==> src/rtl/shift_sched.sv <==
// Scheduler that shares one 8-bit shifter between two requesters.
// Define SHIFT_SCHED_RR_EN for round-robin arbitration; otherwise requester 0 has priority.
module shift_sched (
   input  logic       clk,
   input  logic       rst_n,
   input  logic       req0_valid,
   output logic       req0_ready,
   input  logic [0:7] req0_data,
   input  logic [3:0] req0_cnt,
   input  logic       req0_dir,
   input  logic       req1_valid,
   output logic       req1_ready,
   input  logic [0:7] req1_data,
   input  logic [3:0] req1_cnt,
   input  logic       req1_dir,
   output logic       rsp_valid,
   input  logic       rsp_ready,
   output logic [0:7] rsp_data,
   output logic       rsp_id,
   output logic [0:7] sh_din,
   output logic       sh_load,
   output logic       sh_lr,
   input  logic [0:7] sh_dout
);

   localparam logic [2:0] IDLE  = 3'd0;
   localparam logic [2:0] LOAD  = 3'd1;
   localparam logic [2:0] SHIFT = 3'd2;
   localparam logic [2:0] CAPT  = 3'd3;
   localparam logic [2:0] RESP  = 3'd4;

   logic [2:0] state;
   logic [0:7] cmd_data;
   logic       cmd_dir;
   logic [3:0] cnt;

   logic       grant0;
   logic       grant1;
   logic       idle;
   logic       take;
   logic [0:7] sel_data;
   logic [3:0] sel_cnt;
   logic [3:0] sel_eff;
   logic       sel_dir;

`ifdef SHIFT_SCHED_RR_EN
   // last = ID served most recently; the other side wins a tie
   logic last;

   assign grant0 = req0_valid & (~req1_valid | last);
   assign grant1 = req1_valid & ~grant0;

   always_ff @(posedge clk) begin
      if (!rst_n) begin
         last <= 1'b1;
      end else if (take) begin
         last <= grant1;
      end
   end
`else
   assign grant0 = req0_valid;
   assign grant1 = req1_valid & ~req0_valid;
`endif

   assign idle       = (state == IDLE);
   assign req0_ready = idle & grant0;
   assign req1_ready = idle & grant1;
   assign take       = req0_ready | req1_ready;

   assign sel_data = grant1 ? req1_data : req0_data;
   assign sel_cnt  = grant1 ? req1_cnt  : req0_cnt;
   assign sel_dir  = grant1 ? req1_dir  : req0_dir;
   assign sel_eff  = (sel_cnt > 4'd8) ? 4'd8 : sel_cnt;

   assign rsp_valid = (state == RESP);
   assign sh_load   = (state == LOAD);
   assign sh_din    = sh_load ? cmd_data : 8'h00;
   assign sh_lr     = cmd_dir;

   always_ff @(posedge clk) begin
      if (!rst_n) begin
         state    <= IDLE;
         cmd_data <= 8'h00;
         cmd_dir  <= 1'b0;
         cnt      <= 4'd0;
         rsp_data <= 8'h00;
         rsp_id   <= 1'b0;
      end else begin
         case (state)
            IDLE: begin
               if (take) begin
                  cmd_data <= sel_data;
                  cmd_dir  <= sel_dir;
                  cnt      <= sel_eff;
                  rsp_id   <= grant1;
                  state    <= LOAD;
               end
            end
            LOAD: begin
               state <= (cnt == 4'd0) ? CAPT : SHIFT;
            end
            SHIFT: begin
               cnt <= cnt - 4'd1;
               if (cnt == 4'd1) begin
                  state <= CAPT;
               end
            end
            // shifter advances once more at this edge; that value is unused
            CAPT: begin
               rsp_data <= sh_dout;
               state    <= RESP;
            end
            RESP: begin
               if (rsp_ready) begin
                  state <= IDLE;
               end
            end
            default: begin
               state <= IDLE;
            end
         endcase
      end
   end

endmodule

==> config.mk <==
export PLATFORM = sky130hd
export DESIGN_NAME = shift_sched
export DESIGN_NICKNAME = d
export VERILOG_FILES = /design/src/rtl/shift_sched.sv
export SDC_FILE = /design/constraint.sdc
export NUM_CORES = 1
export LEC_CHECK = 0
export BUFFER_PORTS_ARGS = -buffer_cell sky130_fd_sc_hd__clkbuf_2
export CAP_MARGIN = 20
export CORE_MARGIN = 2
export CORE_UTILIZATION = 42
export CTS_BUF_LIST = sky130_fd_sc_hd__clkbuf_16
export CTS_CLUSTER_DIAMETER = 40
export DETAILED_ROUTE_END_ITERATION = 8
export PLACE_DENSITY = 0.75
export SYNTH_ARGS = -nofsm -noshare
export SYNTH_HDL_FRONTEND = slang
export SYNTH_SLANG_ARGS = --single-unit
==> constraint.sdc <==
create_clock -name clk -period 1.5 [get_ports clk]
set_input_delay 0.15 -clock clk [delete_from_list [all_inputs] [get_ports clk]]
set_output_delay 0.15 -clock clk [all_outputs]
set_load 0.005 [all_outputs]
# --- Yosys cells after proc, flatten, opt, wreduce, memory -nomap -nowiden ---
# Cells that the tools add are included.
totals:
  ff_bits: 25
  out_inout_bits: 22
classes:
  n_addsub: 1
  magnitude_cmp: 1
  eq_ne: 8
  mux: 12
  n_bitwise: 5
  reduce_logical: 6
op_table:
  columns: ["operator", "n"]
  rows:
  - ["$mux 8", 2]
  - ["$pmux 3 s5", 1]
  - ["$mux 4", 3]
  - ["$mux 3", 3]
  - ["$pmux 4 s2", 1]
  - ["$eq 3x2->1 const B", 2]
  - ["$eq 4x1->1 const B", 1]
  - ["$gt 4x4->1 const B", 1]
  - ["$logic_not 4->1", 1]
  - ["$ne 2x1->1 const B", 2]
  - ["$reduce_and 2->1", 2]
  - ["$sub 4x1->4 const B", 1]
  - ["$and 1x1->1", 3]
  - ["$eq 3x1->1 const B", 1]
  - ["$eq 3x3->1 const B", 1]
  - ["$logic_not 3->1", 1]
  - ["$reduce_and 3->1", 1]
  - ["$mux 1", 2]
  - ["$ne 2x2->1 const B", 1]
  - ["$reduce_bool 2->1", 1]
  - ["$not 1->1", 1]
  - ["$or 1x1->1", 1]

# --- Longest topological paths before layout ---
# Gate-level depths: netlist of run 1.
depth:
  word_depth: 7
  depth_mapped: 6

# --- Worst setup path after synthesis of run 1 ---
# No wires, ideal clock.
synth_path:
  path_type: "flip-flop to flip-flop"
  startpoint: "reg state[1]"
  endpoint: "reg cnt[1]"
  arrival_time_ns: 1.442
  required_ns: 1.413
  path_slack_ns: -0.029
  path_stages_with_launch: 6
  path_buffers: 1
  cell_sequence: "dfxtp_1 > buf_4 > or3_4 > nor2_4 > mux2_1 > o31ai_1"
synth_via:
  elab_chain_cells: 5
synth_rtl:
  columns: ["element", "line", "rtl"]
  rows:
  - ["from (decl)", "32", "logic [2:0] state;"]
  - ["from (signal assigned)", "100", "state <= (cnt == 4'd0) ? CAPT : SHIFT;"]
  - ["$logic_not 3->1", "65, 89", null]
  - ["$and 1x1->1 (on tied branches)", "66, 67", null]
  - ["$or 1x1->1", "68", "assign take = req0_ready | req1_ready;"]
  - ["$ne 2x1->1 (no line)", null, null]
  - ["$reduce_and 2->1 (no line)", null, null]
  - ["to (signal assigned)", "94", "cnt <= sel_eff;"]
  - ["to (signal assigned)", "103", "cnt <= cnt - 4'd1;"]
  - ["to (decl)", "35", "logic [3:0] cnt;"]
# Parallel ways exist; a longest one is shown, timed or not.
# A chain may end at the register's enable or synchronous reset.

# --- Worst setup path after layout of run 1 ---
# Ends and elaborated chain as after synthesis.

==> flow_metrics.py, run 1 <==
metrics = {
    "min_path": {
        "hold_class": "input pin to flop",
    },
    "timing": {
        "finalMaxSlewViolations": 0,
        "worst_pin_slew_ns": 0.367,
        "setup_viol": 0,
        "rsz0062_at_grt": "true",
        "fin_skew_ns": 0.00120,
        "relSlewSlack": 0.755,
        "final.period_utilization": 0.995,
        "min_period_ns": 1.49,
        "hold_violations": 0,
        "holdWs_ns": 0.121,
        "fmax_mhz": 670,
    },
    "setup_path": {
        "cp.required_ns": 1.67,
        "end_kind": "flop",
        "path_class": "flop to flop",
        "path_buf_inv": 0,
        "critPathMaxStageDelay_ns": 0.39,
        "crit_slowest_cell": "or3_4",
        "crit_family": "simple AND/OR/NAND/NOR gates",
        "path_cells": "or3_4 -> nor2_4 -> mux2_4 -> o31ai_1",
        "start_kind": "flop",
        "critPathArrivalTime_ns": 1.67,
        "cp_max_fo": 6,
    },
    "final_layout": {
        "fillCellCount": 286,
        "utilization": 0.648,
        "area_growth_pct": 45.8,
        "final_net_count": 260,
        "diodes": 0,
        "final_cell_mix": "clkbuf_2 (54), dfxtp_1 (22), nor2_1 (21), mux2i_1 (17), buf_4 (15)",
        "layout_commonest_cell": "clkbuf_2",
        "drive_above_1_share": 0.521,
        "final_area_sq_mm": 0.00199,
    },
    "yosys": {
        "yosysSeqAreaShare": 0.366,
        "synth-edff-count": 0,
        "syn-num-nets": 185,
        "synthCells": 143,
        "synthArstFlopShare": 0,
        "ys_seq_elements": 25,
        "synth_area_sq_mm": 0.00137,
        "yosysWarningCount": 0,
        "dominantRegCellSynth": "dfxtp_1",
        "syn-mean-instance-area_sq_um": 9.56,
        "yosysUniqueCellTypes": 39,
    },
    "clock_network": {
        "cts_max_level": 1,
        "clk_path_buf_depth": 2,
        "cts.clk_slew.worst_paths_ns": 0.06,
        "cts_made_buffers": 3,
        "clock_sinks": 25,
        "ctsHoldBuffers": 0,
        "root_buffer": "clkbuf_16",
        "clock_latency_ns": 0.26,
        "cts_tree": "built",
    },
    "pwr": {
        "power_density_mw_per_mm2": 1580,
        "leakage_nw": 1.01,
        "seqPwrFrac": 0.319,
        "comb_power_share": 0.497,
        "ir_drop_uv": 983,
        "p_sw_frac": 0.344,
        "intPower_mw": 2.07,
        "switching_power_mw": 1.09,
        "total_power_mw": 3.16,
        "clockPowerShare": 0.184,
    },
    "place": {
        "placed_area_sq_mm": 0.00178,
        "globalplace.congestion": 0.902,
        "dp_hpwl_microns": 2280,
        "port_buffers": 60,
    },
    "die": {
        "core_sq_mm": 0.00308,
        "die_area_sq_mm": 0.00373,
        "die_w_microns": 61.1,
        "ios": 61,
        "die_y_microns": 61.1,
        "rows": 20,
        "initial_core_util": 0.444,
    },
    "outcome": {
        "status": "completed",
    },
    "drt": {
        "dr.pass1.iters": 3,
        "post-route-drc-count": 0,
        "first_iter_violations": 18,
        "wl_per_cell_microns": 11.3,
        "via_per_inst": 4.90,
        "drt.antenna.violating_nets": 0,
        "wirelength_microns": 2960,
        "vias": 1278,
    },
    "global_route": {
        "grt_first_pass_wirelength_microns": 4640,
        "grt_max_degree": 15,
        "antenna_found_initial": 0,
        "overflow": 0,
        "grt_pass1_vias": 1211,
        "grt_usage": 0.164,
    },
    "run": {
        "max_cap_viol_count": 0,
    },
}
## timing repair
action                                  CTS  global route
pin swaps                                 0            10
buffers inserted                          2             2
endpoints found under the setup margin    7            18
resized for setup                         9            25
gates cloned                              1             0
## power groups by stage
stage	clock network [mW]	registers, mW	logic (mW)
2_1_floorplan	0	0.947	0.996
3_3_place_gp	0	0.978	1.35
3_5_place_dp	0	0.981	1.38
4_1_cts	0.600	0.984	1.45
5_1_grt	0.624	1.03	1.74
6_report	0.582	1.01	1.57
## tightest hold or removal path, cell delays in order
cell	delay, ns
clkbuf_2	0.07
mux2i_1	0.05
nor2_1	0.07
## Yosys cell counts (2+ instances only)
library cell | count | share of area
buf_6 | 3 | 0.025
nor2_1 | 21 | 0.058
a211oi_2 | 9 | 0.082
and2_1 | 10 | 0.046
buf_2 | 5 | 0.018
ha_1 | 3 | 0.027
nor3b_1 | 4 | 0.022
nor3_1 | 5 | 0.018
a31oi_1 | 2 | 0.0091
inv_1 | 5 | 0.014
a21oi_1 | 4 | 0.015
nand3b_1 | 2 | 0.011
or3b_1 | 2 | 0.013
dfxtp_1 | 25 | 0.37
or3_1 | 2 | 0.0091
o21ai_1 | 2 | 0.0073
mux2i_1 | 17 | 0.12
## path summary, 6_finish.rpt
| check | from | end | slack [ns] | cells after the start |
|---|---|---|---|---|
| worst min-delay path | sh_dout[3] | rsp_data[3] | 0.12 | 3 |
| worst min register to register | rsp_data[3] | rsp_data[3] | 0.50 | 2 |
| worst max-delay path | state[1] | cnt[1] | 0.008 | 4 |
| worst max register to register | state[1] | cnt[1] | 0.008 | 4 |
## per-stage QoR
stage          std cells  worst slack (ns)  setup TNS (ns)
2_1_floorplan        143           0.00837               0
3_3_place_gp         253            0.0660               0
3_5_place_dp         253            0.0271               0
4_1_cts              260           -0.0108         -0.0221
5_1_grt              261           -0.0485          -0.252
6_report             261           0.00798               0
## registers in the layout, indices dropped and copies added (netlist names)
| name | count |
|---|---|
| cnt | 4 |
| rsp_data | 8 |
| sh_lr | 1 |
| state | 3 |
| cmd_data | 8 |
| rsp_id | 1 |
## cell type report
cell class | count | area [sq um] | area share
multi-input combinational | 102 | 822 | 0.412
tap | 44 | 55.1 | 0.0276
clock buffer | 3 | 75.1 | 0.0376
sequential | 25 | 509 | 0.255
inverter | 5 | 18.8 | 0.00941
timing repair buffer | 81 | 509 | 0.255
clock inverter | 1 | 5.00 | 0.00251
## cell families after synthesis
logic type                 Yosys count  synth area share
muxes                               19             0.141
DFF                                 25             0.366
adders and majority gates            3            0.0275
xor gates and xnor gates             1           0.00641
buffers and inverters               16            0.0677
AOI/OAI and AO/OA                   26             0.169
and+or+nand+nor                     53             0.222
## layer usage
layer  share of wire  routed length [microns]  vias to the layer above  track usage
met5               0                        0                        -            0
met4           0.014                       40                        0       0.0280
met3           0.072                      213                        6       0.0483
met2            0.49                     1450                       49        0.327
met1            0.43                     1260                      571        0.169
li1                -                        -                      652            -
(Power assumes the default switching activity.)
==> inputs of run 2 (changes only) <==
Settings changed: BUFFER_PORTS_ARGS -buffer_cell sky130_fd_sc_hd__clkbuf_2 to -buffer_cell sky130_fd_sc_hd__buf_4.
==> run 2 against run 1 <==
  * The run now ends with setup timing left
  * First-iteration DRC count grew 67%
  * Count of clock-buffer cells in the layout is the same
  * Global-route usage grew 2.3 points
  * Register-to-register slack lost 0.02 ns
  * Maximum frequency shrank 1.5%
  * Combinational power grew 7%
  * Critical path depth is the same
  * Die area is the same
  * Cell area grew 4.9%
  * Largest power group unchanged
  * Critical endpoint unchanged
==> flow_metrics.py, run 2 (synthesized netlist as in run 1, its figures left out) <==
metrics = {
    "setup_path": {
        "start_kind": "flop",
        "path_class": "flop to flop",
        "cp_max_fo": 6,
        "critPathMaxStageDelay_ns": 0.41,
        "crit_slowest_cell": "or3_4",
        "end_kind": "flop",
        "path_cells": "or3_4 -> nor2_4 -> mux2_4 -> o31ai_4",
        "cp.required_ns": 1.67,
        "critPathArrivalTime_ns": 1.69,
    },
    "die": {
        "die_w_microns": 61.1,
        "die_y_microns": 61.1,
        "rows": 20,
        "core_sq_mm": 0.00308,
        "die_area_sq_mm": 0.00373,
        "ios": 61,
        "initial_core_util": 0.444,
    },
    "drt": {
        "first_iter_violations": 30,
        "drt.antenna.violating_nets": 0,
        "wirelength_microns": 3440,
        "dr.pass1.iters": 4,
        "via_per_inst": 5.06,
        "post-route-drc-count": 0,
        "vias": 1311,
        "wl_per_cell_microns": 13.3,
    },
    "pwr": {
        "clockPowerShare": 0.181,
        "total_power_mw": 3.29,
        "comb_power_share": 0.509,
        "power_density_mw_per_mm2": 1570,
        "leakage_nw": 1.02,
        "p_sw_frac": 0.348,
        "ir_drop_uv": 722,
        "seqPwrFrac": 0.310,
        "intPower_mw": 2.15,
        "switching_power_mw": 1.15,
    },
    "place": {
        "dpl.cell_count": 252,
        "dp_hpwl_microns": 2620,
        "placed_area_sq_mm": 0.00192,
        "port_buffers": 60,
        "globalplace.congestion": 0.835,
    },
    "final_layout": {
        "area_growth_pct": 53.0,
        "final_cell_mix": "buf_4 (73), dfxtp_1 (22), nor2_1 (21), mux2i_1 (17)",
        "fillCellCount": 254,
        "drive_above_1_share": 0.498,
        "instances_no_fill": 259,
        "seq_area_sq_um": 509,
        "multi_input_area_sq_um": 820,
        "diodes": 0,
        "layout_commonest_cell": "buf_4",
        "reg.largest.list": "cmd_data: 8 flops, rsp_data: 8 flops, cnt: 4 flops",
        "final_area_sq_mm": 0.00209,
        "final_net_count": 258,
    },
    "clock_network": {
        "cts_tree": "built",
        "ctsHoldBuffers": 0,
        "cts_max_level": 1,
        "clk_path_buf_depth": 2,
        "clock_sinks": 25,
        "cts.clk_slew.worst_paths_ns": 0.06,
        "root_buffer": "clkbuf_16",
        "clock_latency_ns": 0.26,
        "cts_made_buffers": 3,
    },
    "run": {
        "max_cap_viol_count": 0,
    },
    "timing": {
        "worst_pin_slew_ns": 0.455,
        "min_period_ns": 1.52,
        "setup_viol": 2,
        "fmax_mhz": 660,
        "hold_violations": 0,
        "finalMaxSlewViolations": 0,
        "final.period_utilization": 1.01,
        "fin_skew_ns": 0.00372,
        "layout_setup_ws_ns": -0.0151,
        "holdWs_ns": 0.116,
        "setup_tns_ns": -0.0170,
        "relSlewSlack": 0.696,
        "rsz0062_at_grt": "true",
    },
    "global_route": {
        "grt_usage": 0.187,
        "grt_max_degree": 19,
        "overflow": 0,
        "antenna_found_initial": 0,
        "grt_pass1_vias": 1264,
        "grt_first_pass_wirelength_microns": 5290,
    },
    "outcome": {
        "violations": "setup timing",
        "status": "complete, but fails checks",
    },
    "min_path": {
        "hold_class": "input pin to flop",
    },
}
[run 2: cell count changes in the layout (fill, tap and decap cells not counted), sizes merged]
cell | before | now
clkbuf | 57 | 3
buf | 27 | 79
[run 2: per-stage QoR]
| step | util | worst slack (ns) |
|---|---|---|
| after detailed placement | 0.625 | -0.0461 |
| after global routing | 0.680 | -0.0651 |
| final | 0.680 | -0.0151 |
| after CTS | 0.661 | -0.0275 |
| after floorplan | - | 0.00837 |
| after global placement | 0.625 | 0.0192 |
[run 2: power by group through the flow]
stage	clock network, mW	logic, mW	registers [mW]
floorplan	0	0.996	0.947
global route	0.631	1.83	1.04
finish	0.595	1.68	1.02
CTS	0.604	1.57	0.994
detailed placement	0	1.48	0.996
global placement	0	1.42	0.984
[run 2: area by class of cell]
| class | count | area share |
|---|---|---|
| Timing Repair Buffer | 79 | 0.291 |
| Tap cell | 44 | 0.0263 |
| Clock inverter | 1 | 0.00239 |
| Inverter | 5 | 0.00897 |
| Sequential cell | 25 | 0.243 |
| Clock buffer | 3 | 0.0359 |
| Multi-Input combinational cell | 102 | 0.392 |
[run 2: metal layers]
metal | share of wire | global-route usage | wire, microns
met1 | 0.39 | 0.212 | 1340
met2 | 0.54 | 0.363 | 1870
met3 | 0.060 | 0.0315 | 205
met4 | 0.0041 | 0.0373 | 14
met5 | 0 | 0 | 0
[run 2: path summary, 6_finish.rpt]
| kind | start | endpoint | slack, ns | cells after the start |
|---|---|---|---|---|
| hold reg to reg | rsp_data[6] | rsp_data[6] | 0.51 | 2 |
| hold / removal | rst_n | cnt[0] | 0.12 | 2 |
| setup reg to reg | state[0] | cnt[1] | -0.02 | 4 |
| setup / recovery | state[0] | cnt[1] | -0.02 | 4 |
[run 2: what timing repair did]
action	in CTS	in global routing
buffers inserted	2	0
endpoints found under the hold margin	0	0
gates resized for setup	5	14
setup endpoints to repair	19	20
gates cloned	0	1
pin swaps	1	3
[run 2: critical path: cells and delay by family, from the launching register on]
family	cells	cell delay, ns
simple gates	2	0.56
flops	1	0.37
compound gates	1	0.17
mux	1	0.33
==> inputs of run 3 (changes only) <==
Settings changed: PLACE_DENSITY 0.75 to 0.73.
==> run 3 against run 2 <==
  * The run now ends clean
  * Via count is 1.4% lower
  * Die area unchanged
  * Final cell count is 0.77% lower
  * Sequential power is essentially flat
  * Largest cell class unchanged
  * Global-route usage down 0.95 points
  * Highest routed layer is now met3
==> flow_metrics.py, run 3 (synthesized netlist as in run 1, its figures left out) <==
metrics = {
    "outcome": {
        "status": "completed",
    },
    "drt": {
        "via_per_inst": 5.03,
        "drt.antenna.violating_nets": 0,
        "dr.pass1.iters": 4,
        "wirelength_microns": 3340,
        "wl_per_cell_microns": 13.0,
        "post-route-drc-count": 0,
        "first_iter_violations": 27,
        "vias": 1293,
    },
    "final_layout": {
        "instances_no_fill": 257,
        "final_net_count": 256,
        "drive_above_1_share": 0.540,
        "utilization": 0.697,
        "layout_commonest_cell": "buf_4",
        "area_growth_pct": 56.8,
        "diodes": 0,
        "final_area_sq_mm": 0.00214,
        "reg.largest.list": "cmd_data: 8 flops, rsp_data: 8 flops, cnt: 4 flops",
        "final_cell_mix": "buf_4 (63), dfxtp_1 (22), nor2_1 (21), mux2i_1 (17), buf_6 (13)",
        "fillCellCount": 245,
    },
    "global_route": {
        "grtUsageMet2": 0.377,
        "overflow": 0,
        "use_met3": 0.0336,
        "grt_first_pass_wirelength_microns": 5060,
        "grt_usage": 0.177,
        "grt_pass1_vias": 1247,
        "antenna_found_initial": 0,
        "met1_usage": 0.178,
        "grt.busiest_layer": "met2",
        "grt_max_degree": 19,
    },
    "min_path": {
        "whs_path_depth": 2,
        "min_from": "rst_n",
        "hold_class": "input pin to flop",
        "hold_end": "cnt[0]",
    },
    "clock_network": {
        "clk_path_buf_depth": 2,
        "clock_latency_ns": 0.25,
        "root_buffer": "clkbuf_16",
        "cts_made_buffers": 3,
        "clock_sinks": 25,
        "cts_tree": "built",
        "cts_max_level": 1,
        "cts.clk_slew.worst_paths_ns": 0.06,
    },
    "place": {
        "globalplace.congestion": 0.876,
        "dp_hpwl_microns": 2550,
        "pre_cts_slack_ns": -0.0340,
        "port_buffers": 60,
        "dpl.cell_count": 247,
        "placed_area_sq_mm": 0.00189,
    },
    "timing": {
        "final.period_utilization": 0.998,
        "setup_viol": 0,
        "finalMaxSlewViolations": 0,
        "hold_violations": 0,
        "min_period_ns": 1.50,
        "relSlewSlack": 0.695,
        "holdWs_ns": 0.118,
        "layout_setup_ws_ns": 0.00342,
        "fin_skew_ns": 0.00331,
        "rsz0062_at_grt": "true",
        "worst_pin_slew_ns": 0.458,
        "fmax_mhz": 668,
    },
    "setup_path": {
        "end_kind": "primary output",
        "reg2reg_to": "cnt[1]",
        "reg2reg_depth": 4,
        "start_kind": "flop",
        "critPathArrivalTime_ns": 1.35,
        "path_class": "flop to primary output",
        "ff2ff_setup_slack_ns": 0.04,
        "cp.required_ns": 1.35,
        "r2r-start": "state[1]",
        "cp_max_fo": 5,
    },
    "pwr": {
        "power_density_mw_per_mm2": 1560,
        "ir_drop_uv": 724,
        "leakage_nw": 1.04,
    },
    "die": {
        "die_y_microns": 61.1,
        "core_sq_mm": 0.00308,
        "die_w_microns": 61.1,
        "initial_core_util": 0.444,
        "ios": 61,
        "rows": 20,
        "die_area_sq_mm": 0.00373,
    },
    "run": {
        "max_cap_viol_count": 0,
    },
}
==> run 3: cell count changes in the layout (fill, tap and decap cells not counted), moves of 2 or more <==
cell    change
buf_4      -10
and2_1      -7
inv_2       +2
buf_6       +8
and2_4      +7
==> run 3: worst max-delay path by stage <==
stage              from     endpoint  slack [ns]  depth (start not counted)
5_1_grt        state[1]    sh_din[2]       -0.06                          5
6_report       state[1]    sh_din[5]       0.003                          5
3_5_place_dp   state[1]  cmd_data[6]       -0.03                          5
2_1_floorplan  state[1]       cnt[1]       0.008                          5
4_1_cts        state[1]       cnt[1]      -0.002                          4
3_3_place_gp   state[0]       cnt[2]        0.03                          5
==> run 3: worst max-delay path: stages, from the launching register on <==
cell and delay, ns:
dfxtp_4 0.36, buf_6 0.13, nor3b_4 0.24, buf_6 0.15
and2_4 0.13, buf_6 0.08
==> run 3: through the flow <==
| step | setup TNS (ns) | total power, mW |
|---|---|---|
| 6_report | 0 | 3.35 |
| 5_1_grt | -0.480 | 3.57 |
| 4_1_cts | -0.00233 | 3.18 |
| 3_5_place_dp | -0.102 | 2.37 |
| 3_3_place_gp | 0 | 2.30 |
| 2_1_floorplan | 0 | 1.94 |
==> run 3: area by class of cell <==
cell class / count / area, sq um / area share
multi-input combinational: 102 / 851 / 0.397
timing repair buffer: 77 / 634 / 0.296
sequential: 25 / 507 / 0.236
clock buffer: 3 / 75.1 / 0.0350
tap: 44 / 55.1 / 0.0257
inverter: 5 / 18.8 / 0.00875
clock inverter: 1 / 3.75 / 0.00175
==> run 3: power by group <==
part           leakage, nW  internal [mW]  switching (mW)  total [mW]
logic                0.790          0.984           0.792        1.78
clock network       0.0423          0.356           0.212       0.568
registers            0.207          0.864           0.140        1.00
total                 1.04           2.20            1.14        3.35
==> run 3: timing repair <==
action | CTS | global route
pin swaps | 2 | 12
buffers inserted | 3 | 3
hold buffers | 0 | 0
gates resized for setup | 12 | 27
setup endpoints to repair | 22 | 22
gates cloned | 0 | 1
==> run 3: routing by layer <==
metal	vias to the layer above	share of wire
met1	593	0.38
met3	0	0.064
met2	47	0.56
met4	0	0
met5	-	0
li1	653	-
